[src/rtl/lzc_share_sched.sv]
// lzc_share_sched
//   Round-robin scheduler sharing one leading-zero / leading-one count datapath
//   between NUM_REQ requesters. Two pipeline stages: S1 holds the accepted operand,
//   S2 holds the computed count and drives the response channel. It sustains one
//   result per cycle.
//
// Ports
//   i_clk        clock, all state on rising edge
//   i_rst        asynchronous active-high reset
//   i_req_valid  per-requester request valid
//   o_req_ready  per-requester accept, at most one bit set
//   i_req_data   operands, requester i at [i*WI_SZ +: WI_SZ]
//   i_req_mode   per-requester mode: 0 = count leading zeros, 1 = count leading ones
//   o_rsp_valid  result valid
//   i_rsp_ready  downstream accepts result
//   o_rsp_count  leading zero/one count, 0..WI_SZ
//   o_rsp_id     requester that owns the result
//   o_rsp_mode   mode the result was computed in

module lzc_share_sched #(
    parameter int unsigned NUM_REQ = 4,
    parameter int unsigned WI_SZ   = 32,
    parameter int unsigned WO_SZ   = $clog2(WI_SZ) + 1,
    parameter int unsigned ID_W    = $clog2(NUM_REQ)
) (
    input  logic                       i_clk,
    input  logic                       i_rst,
    input  logic [NUM_REQ-1:0]         i_req_valid,
    output logic [NUM_REQ-1:0]         o_req_ready,
    input  logic [NUM_REQ*WI_SZ-1:0]   i_req_data,
    input  logic [NUM_REQ-1:0]         i_req_mode,
    output logic                       o_rsp_valid,
    input  logic                       i_rsp_ready,
    output logic [WO_SZ-1:0]           o_rsp_count,
    output logic [ID_W-1:0]            o_rsp_id,
    output logic                       o_rsp_mode
);

    // (base + off) mod NUM_REQ; off is always below NUM_REQ
    function automatic logic [ID_W-1:0] wrap_idx(input logic [ID_W-1:0] base,
                                                 input int unsigned      off);
        int unsigned s;
        s = 32'(base) + off;
        if (s >= NUM_REQ) begin
            s = s - NUM_REQ;
        end
        return ID_W'(s);
    endfunction

    // MSB-first run length of the counted bit value; an all-matching word gives WI_SZ
    function automatic logic [WO_SZ-1:0] lead_count(input logic [WI_SZ-1:0] data,
                                                    input logic             mode);
        logic [WI_SZ-1:0] x;
        logic [WO_SZ-1:0] cnt;
        logic             done;
        x    = mode ? ~data : data;
        cnt  = WO_SZ'(WI_SZ);
        done = 1'b0;
        for (int unsigned i = 0; i < WI_SZ; i++) begin
            if (!done && x[WI_SZ-1-i]) begin
                cnt  = WO_SZ'(i);
                done = 1'b1;
            end
        end
        return cnt;
    endfunction

    // Arbiter state
    logic [ID_W-1:0]    r_rr_ptr;

    // Stage 1: accepted operand
    logic               r_s1_valid;
    logic [WI_SZ-1:0]   r_s1_data;
    logic               r_s1_mode;
    logic [ID_W-1:0]    r_s1_id;

    // Stage 2: computed result, drives the response channel
    logic               r_s2_valid;
    logic [WO_SZ-1:0]   r_s2_count;
    logic               r_s2_mode;
    logic [ID_W-1:0]    r_s2_id;

    logic [NUM_REQ-1:0] w_grant;
    logic [ID_W-1:0]    w_grant_id;
    logic               w_grant_any;
    logic               w_s2_free;
    logic               w_s1_free;
    logic               w_accept;
    logic [WI_SZ-1:0]   w_sel_data;

    // Grant depends only on i_req_valid and r_rr_ptr, so ready never loops back into it
    always_comb begin
        w_grant     = '0;
        w_grant_id  = '0;
        w_grant_any = 1'b0;
        for (int unsigned k = 0; k < NUM_REQ; k++) begin
            if (!w_grant_any && i_req_valid[wrap_idx(r_rr_ptr, k)]) begin
                w_grant[wrap_idx(r_rr_ptr, k)] = 1'b1;
                w_grant_id                     = wrap_idx(r_rr_ptr, k);
                w_grant_any                    = 1'b1;
            end
        end
    end

    assign w_s2_free   = !r_s2_valid || i_rsp_ready;
    assign w_s1_free   = !r_s1_valid || w_s2_free;
    assign o_req_ready = i_rst ? '0 : (w_grant & {NUM_REQ{w_s1_free}});
    assign w_accept    = w_grant_any && w_s1_free && !i_rst;
    assign w_sel_data  = i_req_data[32'(w_grant_id) * WI_SZ +: WI_SZ];

    always_ff @(posedge i_clk or posedge i_rst) begin
        if (i_rst) begin
            r_rr_ptr <= '0;
        end else if (w_accept) begin
            r_rr_ptr <= (w_grant_id == ID_W'(NUM_REQ - 1)) ? '0 : w_grant_id + 1'b1;
        end
    end

    // S1 may drain and reload in the same cycle, so no bubble is inserted
    always_ff @(posedge i_clk or posedge i_rst) begin
        if (i_rst) begin
            r_s1_valid <= 1'b0;
            r_s1_data  <= '0;
            r_s1_mode  <= 1'b0;
            r_s1_id    <= '0;
        end else if (w_accept) begin
            r_s1_valid <= 1'b1;
            r_s1_data  <= w_sel_data;
            r_s1_mode  <= i_req_mode[w_grant_id];
            r_s1_id    <= w_grant_id;
        end else if (w_s2_free) begin
            r_s1_valid <= 1'b0;
        end
    end

    // S2 holds while the response is stalled
    always_ff @(posedge i_clk or posedge i_rst) begin
        if (i_rst) begin
            r_s2_valid <= 1'b0;
            r_s2_count <= '0;
            r_s2_mode  <= 1'b0;
            r_s2_id    <= '0;
        end else if (w_s2_free) begin
            r_s2_valid <= r_s1_valid;
            if (r_s1_valid) begin
                r_s2_count <= lead_count(r_s1_data, r_s1_mode);
                r_s2_mode  <= r_s1_mode;
                r_s2_id    <= r_s1_id;
            end
        end
    end

    assign o_rsp_valid = r_s2_valid;
    assign o_rsp_count = r_s2_count;
    assign o_rsp_id    = r_s2_id;
    assign o_rsp_mode  = r_s2_mode;

endmodule

[config.mk]
export PLATFORM = sky130hd
export DESIGN_NAME = lzc_share_sched
export DESIGN_NICKNAME = d
export VERILOG_FILES = /design/src/rtl/lzc_share_sched.sv
export SDC_FILE = /design/constraint.sdc
export NUM_CORES = 1
export LEC_CHECK = 0
export BUFFER_PORTS_ARGS = -buffer_cell sky130_fd_sc_hd__clkbuf_2
export CAP_MARGIN = 25
export CORE_AREA = 2 2 129 131
export DETAILED_ROUTE_END_ITERATION = 6
export DIE_AREA = 0 0 131 133
export PLACE_DENSITY = 0.55
export SLEW_MARGIN = 20
export SYNTH_ARGS = -nofsm -noshare
export SYNTH_HDL_FRONTEND = slang
export SYNTH_SLANG_ARGS = --single-unit
[constraint.sdc]
create_clock -name i_clk -period 3.8 [get_ports i_clk]
set_input_delay 0.19 -clock i_clk [delete_from_list [all_inputs] [get_ports i_clk]]
set_output_delay 0.19 -clock i_clk [all_outputs]
set_load 0.05 [all_outputs]
### Word-level counts from Yosys, hierarchy flattened

Index checks and enable logic that the tools add are counted.

| cells by class | value |
|---|---|
| bitwise gates (word level) | 5 |
| equality and inequality tests | 1 |
| magnitude comparators | 17 |
| mux-type cells | 168 |
| shifts and indexed selects | 1 |
| add/subtract/negate cells | 8 |
| reductions and logical operators | 81 |

Operators with widths:

| operator | number |
|---|---|
| 6-bit two-way mux | 32 |
| 128-bit by 8-bit indexed part select with 32-bit output | 1 |
| 1-bit two-way mux | 108 |
| 1-bit logical AND | 40 |
| 1-bit zero test | 37 |
| 32-bit two-way mux | 1 |
| 32-bit inverter | 1 |
| 2-bit by 3-bit < comparator with 1-bit output, second input constant | 9 |
| 2-bit two-way mux | 13 |
| 4-bit two-way mux | 5 |
| 4-bit bitwise OR | 3 |
| 1-bit binary-select mux with 2-bit select | 5 |
| 3-bit >= comparator, second input constant | 3 |
| 1-bit demux with 2-bit select | 4 |
| 2-bit by 1-bit >= comparator with 1-bit output, second input constant | 4 |
| 2-bit by 1-bit subtractor with 2-bit output, second input constant | 4 |
| 2-bit by 2-bit adder with 3-bit output, second input constant | 2 |
| 4-bit AND | 1 |
| 2-bit by 1-bit adder with 3-bit output, second input constant | 1 |
| 2-bit by 3-bit >= comparator with 1-bit output, second input constant | 1 |
| 2-bit by 1-bit adder with 2-bit output, second input constant | 1 |
| 2-bit == test, second input constant | 1 |
| 1-bit logical OR | 2 |
| 2-bit AND reduction | 1 |
| 2-bit nonzero test | 1 |

| storage, ports and cells | value |
|---|---|
| register bits | 48 |
| logic and storage cells | 290 |
| bits of input ports | 139 |

### Depth between registers and ports, before layout

Gate-level depths: netlist of the first run.

| depth | value |
|---|---|
| word-level depth | 158 |
| mapped depth | 12 |
| gate-level depth less buffers | 8 |

### Worst setup path before layout of the first run

No wires, ideal clock.

| timing path | value |
|---|---|
| path kind | reg2out |
| start | register with a tool-made name |
| end | output port o_req_ready[0] |
| cell stages (with the launch flop) | 10 |
| setup slack | 755 ps |
| path buffers | 2 |
| required time | 3610 ps |
| arrival time | 2855 ps |
| path through | dfrtp_1 -> buf_2 -> inv_1 -> ha_1 -> clkbuf_1 -> or3b_1 -> a211o_1 -> o21ai_1 -> a221oi_1 -> nor2_1 |

RTL lines:

| what | RTL line | RTL |
|---|---|---|
| end: declaration | 29 | `output logic [NUM_REQ-1:0] o_req_ready,` |

==> flow_summary.yaml, run 1 <==
sta:
  max_freq_ghz: 0.2957
  setup_viol: 0
  drv_slew: 0
  fin_crit_ns: 3.382
  setup_tns_ns: 0
  holdWs_ns: 0.002918
  skew_ns: 0.002928
  tightest_slew_ns: 0.7550
  rsz0062_at_grt: "no"
  hold_viol_final: 0
  setup_slack_ns: 0.4181
  min_period_over_period_pct: 89.00
  slew_headroom_pct: 49.67
place:
  port_buffers: 152
  gp_congestion: 0.7805
  dp_hpwl_mm: 8.856
  dp_slack_ns: 0.4218
floorplan:
  die_w_um: 131
  start_util_pct: 24.29
  die_area_um2: 17420
  core_um2: 16170
  ios: 153
  die_h_um: 133
  row_count: 47
routing:
  wire_per_inst_um: 14.16
  first_iter_violations: 134
  drc: 0
  wl_mm: 11.31
  viasPerCell: 4.800
  firstDrtPassIters: 5
  antenna_left: 0
  vias: 3835
logic_synthesis:
  synthesis.area_um2: 3928
  yosysWarnings: 0
  synth_fa_ha_area_share_pct: 2.549
  yosysMostFrequentCell: "mux2i_1"
  ys_seq_elements: 48
  syn_area_per_cell_um2: 8.826
  synthSimpleGateAreaFrac_pct: 18.86
  synth_area_leader_cell: "dfrtp_1"
  yosys.area_share.xor_xnor_pct: 0.6690
  synth_common_cells: "68 x mux2i_1, 65 x nand2_1, 48 x dfrtp_1, 34 x o221ai_1, 22 x nor2_1"
  ys_types: 65
  synth_cells: 445
  synth_edf_count: 0
  synth_compound_area_share_pct: 21.06
  synth_top_family_by_area: "compound AO/OA/AOI/OAI gates"
  synth_flop_cell: "dfrtp_1"
  syn_nets: 592
  synthTopCellsByArea: "dfrtp_1 31%, mux2i_1 17%, o221ai_1 7.6%"
  synth.mux.area_fraction_pct: 20.48
  async_flop_share_pct: 100.0
  synth_top_area_share_pct: 30.58
  ys_seq_area_share_pct: 30.58
clock_tree:
  cts_num_sinks: 48
  post_cts.repair.setup_buffers: 0
  htreeDepth: 2
  cts_resized: 0
  clk_path_buf_depth: 2
  cts_tree: "yes"
  cts_hold_buf: 0
  clkLatencyLatePin_ns: 0.30
  clockRootBuffer: "clkbuf_16"
  numCtsBuffers: 5
  clk_pin_slew_ns: 0.07
final_layout:
  final_nets: 725
  n_antenna_cell: 0
  syn_to_final_growth_pct: 28.48
  finish.utilization_pct: 31.20
  drive_gt1_share_pct: 31.26
power_and_ir_drop:
  leakage_nw: 2.454
  power_switching_w: 0.001942
  p_per_area_nw_per_um2: 814.8
  ir_worst_vdd_mv: 0.4888
  p_total_w: 0.004112
  seq_power_share_pct: 26.3
  intPower_w: 0.002169
  comb_power_share_pct: 60.7
  power_frac_clock_pct: 13.0
  switching_share_pct: 47.24
setup_path:
  worstPathRequired_ns: 3.94
  ff2ff_path_depth: 9
  worst-path-max-fanout: 41
  ff2ff_setup_slack_ns: 0.42
  end_kind: "flop"
  worstReg2RegEnd: "r_s1_data[16]$_DFFE_PP0P_"
  start_kind: "flop"
  critical_path_arrival_ns: 3.53
  path_class: "reg2reg"
global_routing:
  antenna_found_initial: 0
  grt_pass1_vias: 3850
  grt_max_degree: 42
  grt.total_usage_pct: 13.38
  grt_pass1_wl_mm: 18.53
  overflow: 0
hold_path:
  hp-class: "in2async"
run:
  drv_cap: 0
status:
  status: "finished clean"
==> layer usage <==
| metal | share of wire (%) | track usage, % | vias to the layer above | routed length [µm] |
|---|---|---|---|---|
| li1 | - | - | 1945 | - |
| met1 | 46 | 17.66 | 1774 | 5258 |
| met2 | 48 | 22.42 | 108 | 5374 |
| met3 | 5.0 | 2.467 | 8 | 563 |
| met4 | 1.0 | 3.369 | 0 | 114 |
| met5 | 0 | 0 | - | 0 |
==> worst max-delay path, cell delays in order, from the launching register on <==
cell and delay (ns):
dfrtp_1 0.60, inv_1 0.27, ha_1 0.49, mux4_2 0.30, nor2b_1 0.10, or2_1 0.26
mux2i_4 0.15, buf_4 0.55, mux2i_1 0.30, o221ai_1 0.14
==> power groups by stage <==
stage               Combinational, W  Clock, W  Sequential [W]
floorplan                    0.00210         0         0.00106
global placement             0.00245         0         0.00108
detailed placement           0.00252         0         0.00110
CTS                          0.00253  0.000556         0.00109
global route                 0.00277  0.000574         0.00115
finish                       0.00249  0.000536         0.00108
==> through the flow <==
step / area [µm²] / instances
final: 5046 / 799
after global routing: 5046 / 799
after CTS: 5046 / 799
after detailed placement: 4868 / 791
after global placement: 4841 / 790
after floorplan: 3928 / 445
==> worst max path at each step <==
stage | cells after the start | slack, ns | from | to
final | 9 | 0.42 | flop | r_s1_data[16]$_DFFE_PP0P_
after global routing | 9 | 0.10 | flop | r_s1_data[18]$_DFFE_PP0P_
after CTS | 9 | 0.40 | flop | r_s1_data[18]$_DFFE_PP0P_
after detailed placement | 9 | 0.42 | flop | r_s1_data[18]$_DFFE_PP0P_
after global placement | 9 | 0.57 | flop | r_s1_data[22]$_DFFE_PP0P_
after floorplan | 9 | 0.75 | flop | o_req_ready[0]
==> cells by family after synthesis <==
group / after synthesis
AND/OR/NAND/NOR: 153
AO/OA/AOI/OAI: 110
multiplexers: 75
buffers and inverters: 48
flip-flops: 48
adder cells (fa/ha/maj): 8
XOR/XNOR: 3
==> cell type report <==
class | count | area, µm²
clock buffers | 6 | 138.9
clock inverters | 2 | 38.79
fillers | 1721 | 11130
inverters | 16 | 60.06
multi-input cells | 349 | 2506
flip-flops and latches | 48 | 1201
well taps | 220 | 275.3
repair buffers | 158 | 825.8
==> layout by cell type (no fill, tap or decap), types with 3 or more instances in the layout <==
| cell type | instances |
|---|---|
| dfrtp_1 | 48 |
| nor3_1 | 12 |
| mux4_2 | 3 |
| o221ai_1 | 34 |
| mux2_2 | 3 |
| nor2_1 | 22 |
| inv_1 | 15 |
| o21ai_0 | 10 |
| buf_4 | 5 |
| a31oi_1 | 3 |
| or2_1 | 3 |
| nand2b_1 | 6 |
| clkbuf_16 | 5 |
| nand3b_1 | 3 |
| and3_1 | 5 |
| nand2_1 | 65 |
| a21oi_1 | 16 |
| or3_1 | 4 |
| o22ai_1 | 3 |
| mux2i_1 | 68 |
| nand3_1 | 7 |
| a22oi_1 | 5 |
| nor4_1 | 4 |
| a221oi_1 | 4 |
| o21ai_1 | 4 |
| and2_1 | 4 |
| clkbuf_2 | 152 |
| ha_1 | 8 |
| or2_2 | 3 |
==> registers in the layout, indices dropped and copies added, names as in the netlist, named ones only <==
| signal | count |
|---|---|
| o_rsp_count | 6 |
| o_rsp_id | 2 |
| o_rsp_mode | 1 |
| o_rsp_valid | 1 |
| r_rr_ptr | 1 |
| r_s1_data | 32 |
| r_s1_id | 2 |
| r_s1_mode | 1 |
| r_s1_valid | 1 |
No activity file was read; power rests on OpenSTA's default activity.
==> inputs of run 2 (changes only) <==
- ABC_AREA: default -> 1
- CORE_AREA: 2 2 129 131 -> 2 2 133 135
- DIE_AREA: 0 0 131 133 -> 0 0 135 137
- SETUP_SLACK_MARGIN: default -> 0.2
==> run 2 against run 1 <==
  * Core utilization rose by 0.45 points
  * Hold slack improved by 0.056 ns
  * Flip-flop and latch count did not move
  * Synthesized area rose by 7.3%
  * Cell count rose by 24%
  * Global-route usage fell by 0.56 points
  * Non-clock buffer count rose by 5
  * Fmax rose by 7.1%
  * Worst setup slack improved by 0.22 ns
  * Routed wire length rose by 2.8%
  * Highest routed layer unchanged
==> flow_summary.yaml, run 2 <==
final_layout:
  fillers: 1890
  finish.utilization_pct: 31.65
  layout_common_cells: "233 x nand2_1, 152 x clkbuf_2, 61 x a21oi_1"
  largest_reg_flops: 32
  finalNonFillerCells: 987
  syn_to_final_growth_pct: 28.16
  drive_gt1_share_pct: 28.08
  layout_commonest_cell: "nand2_1"
  final_nets: 908
  regArea_um2: 1206
  top_register: "r_s1_data"
  n_antenna_cell: 0
  multi_input_area_um2: 2660
floorplan:
  row_count: 48
  die_area_um2: 18500
  ios: 153
  start_util_pct: 24.70
  die_h_um: 137
  core_um2: 17060
  die_w_um: 135
sta:
  setup_tns_ns: 0
  min_period_over_period_pct: 83.10
  fin_crit_ns: 3.158
  setup_viol: 0
  drv_slew: 0
  slew_headroom_pct: 59.62
  max_freq_ghz: 0.3167
  hold_viol_final: 0
  skew_ns: 0.005566
  tightest_slew_ns: 0.6056
  rsz0062_at_grt: "no"
setup_path:
  path_class: "reg2reg"
  critical_path_arrival_ns: 3.38
  ff2ff_setup_slack_ns: 0.64
  worst-path-max-fanout: 20
  end_kind: "flop"
  worstPathRequired_ns: 4.02
  start_kind: "flop"
routing:
  first_iter_violations: 85
  viasPerCell: 4.333
  route.met2.wl_mm: 5.270
  drc: 0
  wl_mm: 11.63
  dr.max_layer_used: "met4"
  wl_met3_um: 473
  vias: 4277
  firstDrtPassIters: 4
  antenna_left: 0
  wire_per_inst_um: 11.78
  drt-met1-wl_mm: 5.763
logic_synthesis:
  yosysMostFrequentCell: "nand2_1"
  synth_top_family_by_area: "simple AND/OR/NAND/NOR gates"
  async_flop_share_pct: 100.0
  synth_edf_count: 0
  synth_flop_cell: "dfrtp_1"
  synth_cells: 623
  ys_seq_elements: 48
  synthesis.area_um2: 4213
  syn_nets: 770
  synth.mux.area_fraction_pct: 0
  synth_area_leader_cell: "dfrtp_1"
  synth_common_cells: "234 x nand2_1, 61 x a21oi_1, 48 x dfrtp_1, 45 x inv_1, 29 x o31ai_1"
  ys_types: 48
  synth_top_area_share_pct: 28.51
  synth_fa_ha_area_share_pct: 2.376
  yosysWarnings: 0
  yosys.area_share.xor_xnor_pct: 8.049
  synthTopCellsByArea: "dfrtp_1 29%, nand2_1 21%, a21oi_1 7.2%"
  syn_area_per_cell_um2: 6.762
  synthSimpleGateAreaFrac_pct: 35.25
  ys_seq_area_share_pct: 28.51
  synth_compound_area_share_pct: 17.14
clock_tree:
  post_cts.repair.setup_buffers: 0
  clockRootBuffer: "clkbuf_16"
  cts_num_sinks: 48
  clk_path_buf_depth: 2
  htreeDepth: 2
  cts_tree: "yes"
  clk_pin_slew_ns: 0.07
  clkLatencyLatePin_ns: 0.29
  numCtsBuffers: 5
global_routing:
  grt.total_usage_pct: 12.82
  overflow: 0
  grt_pass1_wl_mm: 19.46
  grt_pass1_vias: 4211
  grt_max_degree: 49
  antenna_found_initial: 0
place:
  port_buffers: 152
  dp_hpwl_mm: 9.326
  dpl.cell_count: 979
  gp_congestion: 0.7738
status:
  status: "finished clean"
hold_path:
  hp-class: "in2async"
run:
  drv_cap: 0
[run 2: path summary, 6_finish.rpt]
kind	from	endpoint	depth (start not counted)
worst min-delay path	i_rst	r_s1_valid$_DFFE_PP0P_	3
max in group asynchronous	i_rst	r_s1_mode$_DFFE_PP0P_	3
worst min register to register	r_s1_id[0]$_DFFE_PP0P_	o_rsp_id[0]$_DFFE_PP0P_	2
min in group i_clk	i_rsp_ready	o_rsp_valid$_DFFE_PP0N_	4
worst max-delay path	r_s1_mode$_DFFE_PP0P_	o_rsp_count[1]$_DFFE_PP0P_	16
worst max register to register	r_s1_mode$_DFFE_PP0P_	o_rsp_count[1]$_DFFE_PP0P_	16
[run 2: through the flow]
| stage | worst slack [ns] | cell area, µm² | hold WS (ns) |
|---|---|---|---|
| after floorplan | 1.062 | 4213 | 0.3677 |
| after global placement | 0.5318 | 5224 | 0.3940 |
| after detailed placement | 0.4450 | 5224 | 0.3924 |
| after CTS | 0.4084 | 5388 | 0.08565 |
| after global routing | 0.2381 | 5399 | 0.1336 |
| final | 0.6422 | 5399 | 0.05849 |
[run 2: what timing repair did]
action | in CTS | in global routing
endpoints found under the setup margin | 0 | 24
hold buffers | 0 | 0
gates resized for setup | 0 | 4
[run 2: kinds of logic after synthesis]
family,Yosys count
AOI/OAI and AO/OA,122
xor gates and xnor gates,28
adders and majority gates,8
buffers and inverters,90
DFF,48
and+or+nand+nor,327
[run 2: per-layer routing]
metal  vias to the layer above  track usage (%)
met5                         -                0
met4                         0            3.299
met3                         7            1.148
met2                        91            21.32
met1                      1859            17.90
li1                       2320                -
[run 2: critical path: stages (launching register included)]
cell	delay (ns)
dfrtp_4	0.63
buf_6	0.25
xnor2_1	0.41
nand4_4	0.17
nor2_4	0.13
nand4_2	0.10
nor2_2	0.13
nand4_2	0.12
nor2_2	0.17
nand4_2	0.12
nor2_4	0.16
nand4_4	0.12
nor3_4	0.18
nand4_2	0.16
nand2_1	0.11
nand2_1	0.05
nand2_1	0.06
[run 2: cell type report]
cell class                      instances  share of cell area (%)
Clock inverter                          2                  0.6489
Multi-Input combinational cell        485                   49.27
Timing Repair Buffer                  163                   15.99
Sequential cell                        48                   22.34
Inverter                               58                   4.148
Tap cell                              225                   5.214
Clock buffer                            6                   2.387
Power of run 2 is not shown: default switching activity piles up to over one toggle a cycle in this logic, so the estimate is an artifact.
